<file path="src/rtl/wfg_core_pkg.sv">
// Shared types and limits for the waveform-generator timing core.
// Holds the FSM state encoding and the maximum supported channel count.
package wfg_core_pkg;

   typedef enum logic [1:0] {
      IDLE  = 2'd0,
      START = 2'd1,
      RUN   = 2'd2,
      DONE  = 2'd3
   } wfg_core_state_t;

   localparam int MAX_CH = 8;

endpackage

</file>
<file path="src/rtl/wfg_core_chan_cnt.sv">
// One sync channel: counts subcycle ticks, emits a registered sync pulse on wrap.
// hit_o is the combinational "this tick wraps" flag, used by the burst counter.
module wfg_core_chan_cnt #(
   parameter int CNTW = 8
) (
   input  logic            clk_i,
   input  logic            rst_i,
   input  logic            tick_i,
   input  logic            clr_i,
   input  logic [CNTW-1:0] thr_i,
   output logic            hit_o,
   output logic            sync_o,
   output logic [CNTW-1:0] cnt_o
);

   logic [CNTW-1:0] cnt_q;
   logic            sync_q;

   assign hit_o = tick_i && (cnt_q == thr_i);

   // NOTE: sequential state uses non-blocking assignments only, so every
   // register samples the pre-edge values regardless of statement order.
   always_ff @(posedge clk_i or posedge rst_i) begin
      if (rst_i) begin
         cnt_q  <= '0;
         sync_q <= 1'b0;
      end else if (clr_i) begin
         cnt_q  <= '0;
         sync_q <= 1'b0;
      end else begin
         sync_q <= hit_o;
         if (tick_i) begin
            cnt_q <= hit_o ? '0 : cnt_q + CNTW'(1);
         end
      end
   end

   assign sync_o = sync_q;
   assign cnt_o  = cnt_q;

endmodule

</file>
<file path="src/rtl/wfg_core_multi.sv">
// Multi-channel waveform-generator timing core: subcycle divider plus NUM_CH sync dividers.
// Optional one-shot burst mode is built when WFG_CORE_ONESHOT_EN is defined.
module wfg_core_multi
   import wfg_core_pkg::*;
#(
   parameter int NUM_CH = 4,
   parameter int SUBW   = 16,
   parameter int CNTW   = 8,
   parameter int BURSTW = 16
) (
   input  logic                   wb_clk_i,
   input  logic                   wb_rst_i,
   input  logic                   en_i,
   input  logic                   oneshot_i,
   input  logic [BURSTW-1:0]      burst_len_i,
   input  logic [SUBW-1:0]        subcycle_thr_i,
   input  logic [NUM_CH*CNTW-1:0] sync_thr_i,
   output logic                   wfg_core_start_o,
   output logic                   wfg_core_subcycle_o,
   output logic [NUM_CH-1:0]      wfg_core_sync_o,
   output logic [CNTW-1:0]        wfg_core_subcycle_cnt_o,
   output logic                   active_o,
   output logic                   done_o
);

   wfg_core_state_t        state_q, state_d;
   logic [SUBW-1:0]        sthr_q;
   logic [NUM_CH*CNTW-1:0] cthr_q;
   logic [SUBW-1:0]        sc_q;
   logic                   start_q;
   logic                   sub_q;
   logic                   active_q;
   logic                   done_q;
   logic                   done_d;

   logic                   run_go;
   logic                   chan_clr;
   logic                   sub_hit;
   logic                   hit0;
   logic [NUM_CH-1:0]      sync_w;
   logic [CNTW-1:0]        ch0_cnt;

   // Counters advance on edges that land in a RUN cycle; a burst that has
   // already signalled done_o stops counting and leaves for DONE.
   assign run_go   = en_i && ((state_q == START) || ((state_q == RUN) && !done_q));
   assign chan_clr = !run_go;
   assign sub_hit  = run_go && (sc_q == sthr_q);

   // NOTE: every branch assigns state_d via the default on the first line, so
   // no latch is inferred in this combinational block.
   always_comb begin
      state_d = state_q;
      unique case (state_q)
         IDLE:    if (en_i) state_d = START;
         START:   state_d = en_i ? RUN : IDLE;
         RUN: begin
            if (!en_i) begin
               state_d = IDLE;
            end else if (done_q) begin
               state_d = DONE;
            end
         end
         DONE:    if (!en_i) state_d = IDLE;
         default: state_d = IDLE;
      endcase
   end

   always_ff @(posedge wb_clk_i or posedge wb_rst_i) begin
      if (wb_rst_i) begin
         state_q  <= IDLE;
         sthr_q   <= '0;
         cthr_q   <= '0;
         sc_q     <= '0;
         start_q  <= 1'b0;
         sub_q    <= 1'b0;
         active_q <= 1'b0;
         done_q   <= 1'b0;
      end else begin
         state_q  <= state_d;
         start_q  <= (state_d == START);
         active_q <= (state_d == START) || (state_d == RUN);
         sub_q    <= sub_hit;
         done_q   <= done_d;
         if (state_d == START) begin
            sthr_q <= subcycle_thr_i;
            cthr_q <= sync_thr_i;
         end
         if (!run_go) begin
            sc_q <= '0;
         end else begin
            sc_q <= sub_hit ? '0 : sc_q + SUBW'(1);
         end
      end
   end

`ifdef WFG_CORE_ONESHOT_EN
   logic              oneshot_q;
   logic [BURSTW-1:0] blen_q;
   logic [BURSTW-1:0] bcnt_q;
   logic              burst_last;

   // A programmed length of 0 behaves as a single-pulse burst.
   assign burst_last = (blen_q == '0) ? (bcnt_q == '0) : (bcnt_q == blen_q - BURSTW'(1));
   assign done_d     = run_go && oneshot_q && hit0 && burst_last;

   always_ff @(posedge wb_clk_i or posedge wb_rst_i) begin
      if (wb_rst_i) begin
         oneshot_q <= 1'b0;
         blen_q    <= '0;
         bcnt_q    <= '0;
      end else begin
         if (state_d == START) begin
            oneshot_q <= oneshot_i;
            blen_q    <= burst_len_i;
         end
         if (!run_go) begin
            bcnt_q <= '0;
         end else if (oneshot_q && hit0) begin
            bcnt_q <= bcnt_q + BURSTW'(1);
         end
      end
   end
`else
   logic unused_cfg;
   assign unused_cfg = ^{oneshot_i, burst_len_i, hit0};
   assign done_d     = 1'b0;
`endif

   for (genvar c = 0; c < MAX_CH; c++) begin : g_ch
      if (c < NUM_CH) begin : g_on
         if (c == 0) begin : g_lead
            wfg_core_chan_cnt #(.CNTW(CNTW)) u_chan (
               .clk_i  (wb_clk_i),
               .rst_i  (wb_rst_i),
               .tick_i (sub_hit),
               .clr_i  (chan_clr),
               .thr_i  (cthr_q[c*CNTW +: CNTW]),
               .hit_o  (hit0),
               .sync_o (sync_w[c]),
               .cnt_o  (ch0_cnt)
            );
         end else begin : g_follow
            logic            hit_unused;
            logic [CNTW-1:0] cnt_unused;
            wfg_core_chan_cnt #(.CNTW(CNTW)) u_chan (
               .clk_i  (wb_clk_i),
               .rst_i  (wb_rst_i),
               .tick_i (sub_hit),
               .clr_i  (chan_clr),
               .thr_i  (cthr_q[c*CNTW +: CNTW]),
               .hit_o  (hit_unused),
               .sync_o (sync_w[c]),
               .cnt_o  (cnt_unused)
            );
         end
      end
   end

   assign wfg_core_start_o        = start_q;
   assign wfg_core_subcycle_o     = sub_q;
   assign wfg_core_sync_o         = sync_w;
   assign wfg_core_subcycle_cnt_o = ch0_cnt;
   assign active_o                = active_q;
   assign done_o                  = done_q;

endmodule

</file>
<file path="config.mk">
export PLATFORM = sky130hd
export DESIGN_NAME = wfg_core_multi
export DESIGN_NICKNAME = d
export VERILOG_FILES = /design/src/rtl/wfg_core_pkg.sv /design/src/rtl/wfg_core_chan_cnt.sv /design/src/rtl/wfg_core_multi.sv
export SDC_FILE = /design/constraint.sdc
export NUM_CORES = 1
export LEC_CHECK = 0
export ABC_AREA = 1
export CAP_MARGIN = 20
export CORE_UTILIZATION = 45
export CTS_CLUSTER_DIAMETER = 80
export DETAILED_ROUTE_END_ITERATION = 16
export PLACE_DENSITY = 0.67
export SETUP_SLACK_MARGIN = 0.5
export SLEW_MARGIN = 5
export SYNTH_ARGS = -nofsm -noshare
export SYNTH_HDL_FRONTEND = slang
export SYNTH_HIERARCHICAL = 1
export SYNTH_SLANG_ARGS = --single-unit
</file>
<file path="constraint.sdc">
create_clock -name wb_clk_i -period 5.5 [get_ports wb_clk_i]
set_clock_uncertainty 0.1 [all_clocks]
set_input_delay 0.55 -clock wb_clk_i [delete_from_list [all_inputs] [get_ports wb_clk_i]]
set_output_delay 0.55 -clock wb_clk_i [all_outputs]
set_load 0.01 [all_outputs]
</file>
==> flow_metrics.py <==
metrics = {
    "power": {
        "p_total_w": 0.00316,
        "power_frac_comb_pct": 43.5,
        "p_leak_nw": 3.47,
        "p_sw_share_pct": 40.5,
        "power_density_nw_per_um2": 415,
        "peakVddDrop_mv": 0.271,
        "pwr-share-seq_pct": 36.8,
        "p_int_w": 0.00188,
        "p_sw_w": 0.00128,
        "clkPwrFrac_pct": 19.7,
    },
    "global_routing": {
        "grt_use_total_pct": 20.5,
        "grt_overflow": 0,
        "antenna_found_initial": 0,
        "grt_max_degree": 66,
        "grt_pass1_vias": 5124,
        "grt_pass1_wl_mm": 23.9,
    },
    "floorplanning": {
        "die_h_um": 122,
        "pin_count": 84,
        "rows": 43,
        "die_area_sq_um": 14900,
        "die_w_um": 122,
        "core-area_sq_um": 14000,
        "start_util_pct": 46.3,
    },
    "routing": {
        "drtAntennaViolNets": 0,
        "drt-wirelength-per-cell_um": 12.9,
        "drc_errors": 0,
        "vias": 5336,
        "wl_mm": 14.0,
        "via_per_inst": 4.94,
        "drt_iter0_drc": 229,
        "drt-pass1-iter-count": 5,
    },
    "synthesis": {
        "synth_fp_nets": 904,
        "ys_warn_count": 6,
        "synth_cells": 826,
        "synthesis.area_sq_um": 6480,
        "synth_area_per_cell_sq_um": 7.85,
    },
    "placed_design": {
        "dpl.cell_count": 1065,
        "gp_congestion": 0.900,
        "io_buffers": 65,
        "dp_slack_ns": 2.31,
        "hpwlAfterDp_mm": 10.4,
    },
    "sta": {
        "tns_ns": 0,
        "rsz0062_at_grt": "no",
        "setup_viol": 0,
        "drv_slew": 0,
        "max_freq_mhz": 352,
        "period_share_pct": 51.6,
        "hold_viol": 0,
        "slew_headroom_pct": 52.0,
        "layout_setup_ws_ns": 2.66,
        "layout_min_cycle_time_ns": 2.84,
        "tightest_slew_ns": 0.720,
    },
    "job": {
        "maxCapViolCount": 0,
    },
    "critical_path": {
        "crit_fanout": 18,
        "crit_top_cell": "nor2_1",
        "required_ns": 5.64,
        "crit_type": "input pin to flip-flop",
        "crit_path_end_kind": "flip-flop",
        "cp_cell_sequence": "clkdlybuf4s50_1 > nand2_2 > clkinv_4 > nand4_1 > nor2_1 > nand3_1 > nor2_1 > buf_4 > inv_2 > nand2_1 > inv_2 > nor2_1 > xor2_1 > nor2_2",
        "cp-start-kind": "input pin",
        "crit_path_top_delay_cell": "clkdlybuf4s50_1",
        "crit_arrival_ns": 2.98,
        "cpPeakStageDelay_ns": 0.55,
    },
    "clocking": {
        "tritoncts": "built",
        "ctsHoldBuffers": 0,
        "root_buffer": "clkbuf_16",
        "post_cts_buffers": 0,
        "h-tree-depth": 3,
        "clkLatencyLatePin_ns": 0.36,
        "cts.path.max_buffers": 2,
        "cts.sinks": 105,
        "numCtsBuffers": 9,
        "cts_resized": 0,
        "clkTransAtPathRegs_ns": 0.07,
    },
    "finish": {
        "fin_cells": 1081,
        "area_growth_pct": 17.6,
        "antenna_cells": 0,
        "fin_nets": 974,
        "drive_above_1_share_pct": 18.5,
        "layout_commonest_cell": "nand2_1",
        "final_cell_mix": "221 x nand2_1, 105 x dfrtp_1, 83 x inv_1",
    },
    "run_status": {
        "status": "finished clean",
    },
    "min_path": {
        "min_path_type": "flip-flop to flip-flop",
    },
}
stage by stage:
step / cell area [sq um] / utilization, % / hold WS, ns
CTS: 7620 / 54.5 / 0.439
global route: 7620 / 54.5 / 0.459
finish: 7620 / 54.5 / 0.435
global placement: 7340 / 52.5 / 0.412
detailed placement: 7340 / 52.5 / 0.421
floorplan: 6480 / - / 0.278
final timing paths:
check	from	depth (start not counted)	endpoint	slack, ns
min in group asynchronous	wb_rst_i	2	g_ch[3].g_on.g_follow.u_chan/cnt_o[6]	0.55
min reg2reg	cthr_q[6]	1	cthr_q[6]	0.43
max reg2reg	state_q[1]	15	g_ch[1].g_on.g_follow.u_chan/cnt_o[3]	2.68
max	en_i	14	g_ch[1].g_on.g_follow.u_chan/cnt_o[3]	2.66
max in group asynchronous	wb_rst_i	3	sthr_q[13]	3.69
min	cthr_q[6]	1	cthr_q[6]	0.43
state kept, by name, indices dropped and copies added, names as in the netlist:
| register | count |
|---|---|
| wfg_core_subcycle_o | 1 |
| cthr_q | 32 |
| g_ch.g_on.g_follow.u_chan/sync_o | 3 |
| wfg_core_start_o | 1 |
| sc_q | 16 |
| g_ch.g_on.g_lead.u_chan/cnt_o | 8 |
| state_q | 2 |
| g_ch.g_on.g_lead.u_chan/sync_o | 1 |
| g_ch.g_on.g_follow.u_chan/cnt_o | 24 |
| sthr_q | 16 |
| active_o | 1 |
worst max-delay path, delay by kind of cell:
kind,cells,cell delay (ns)
xor+xnor,1,0.20
buf+inv,5,1.22
simple gates,8,1.01
per-layer routing:
metal  track usage (%)  wire, um  part of all wire, %
met1              28.1      6850                   49
met2              33.4      6480                   46
met3              3.46       491                  3.5
met4              5.56       165                  1.2
met5                 0         0                    0
layout make-up:
cell class	count	area, sq um
clock buffers	9	225
clock inverters	7	60.1
fillers	1352	6360
inverters	118	448
multi-input cells	594	3370
flip-flops and latches	105	2630
well taps	180	225
repair buffers	68	673
power groups by stage:
stage	registers, W	clock network, W	logic [W]
final	0.00116	0.000624	0.00137
after CTS	0.00117	0.000648	0.00139
after global placement	0.00118	0	0.00137
after detailed placement	0.00118	0	0.00139
after global routing	0.00120	0.000674	0.00155
after floorplan	0.00113	0	0.00112
Power figures use the tool's default switching activity.
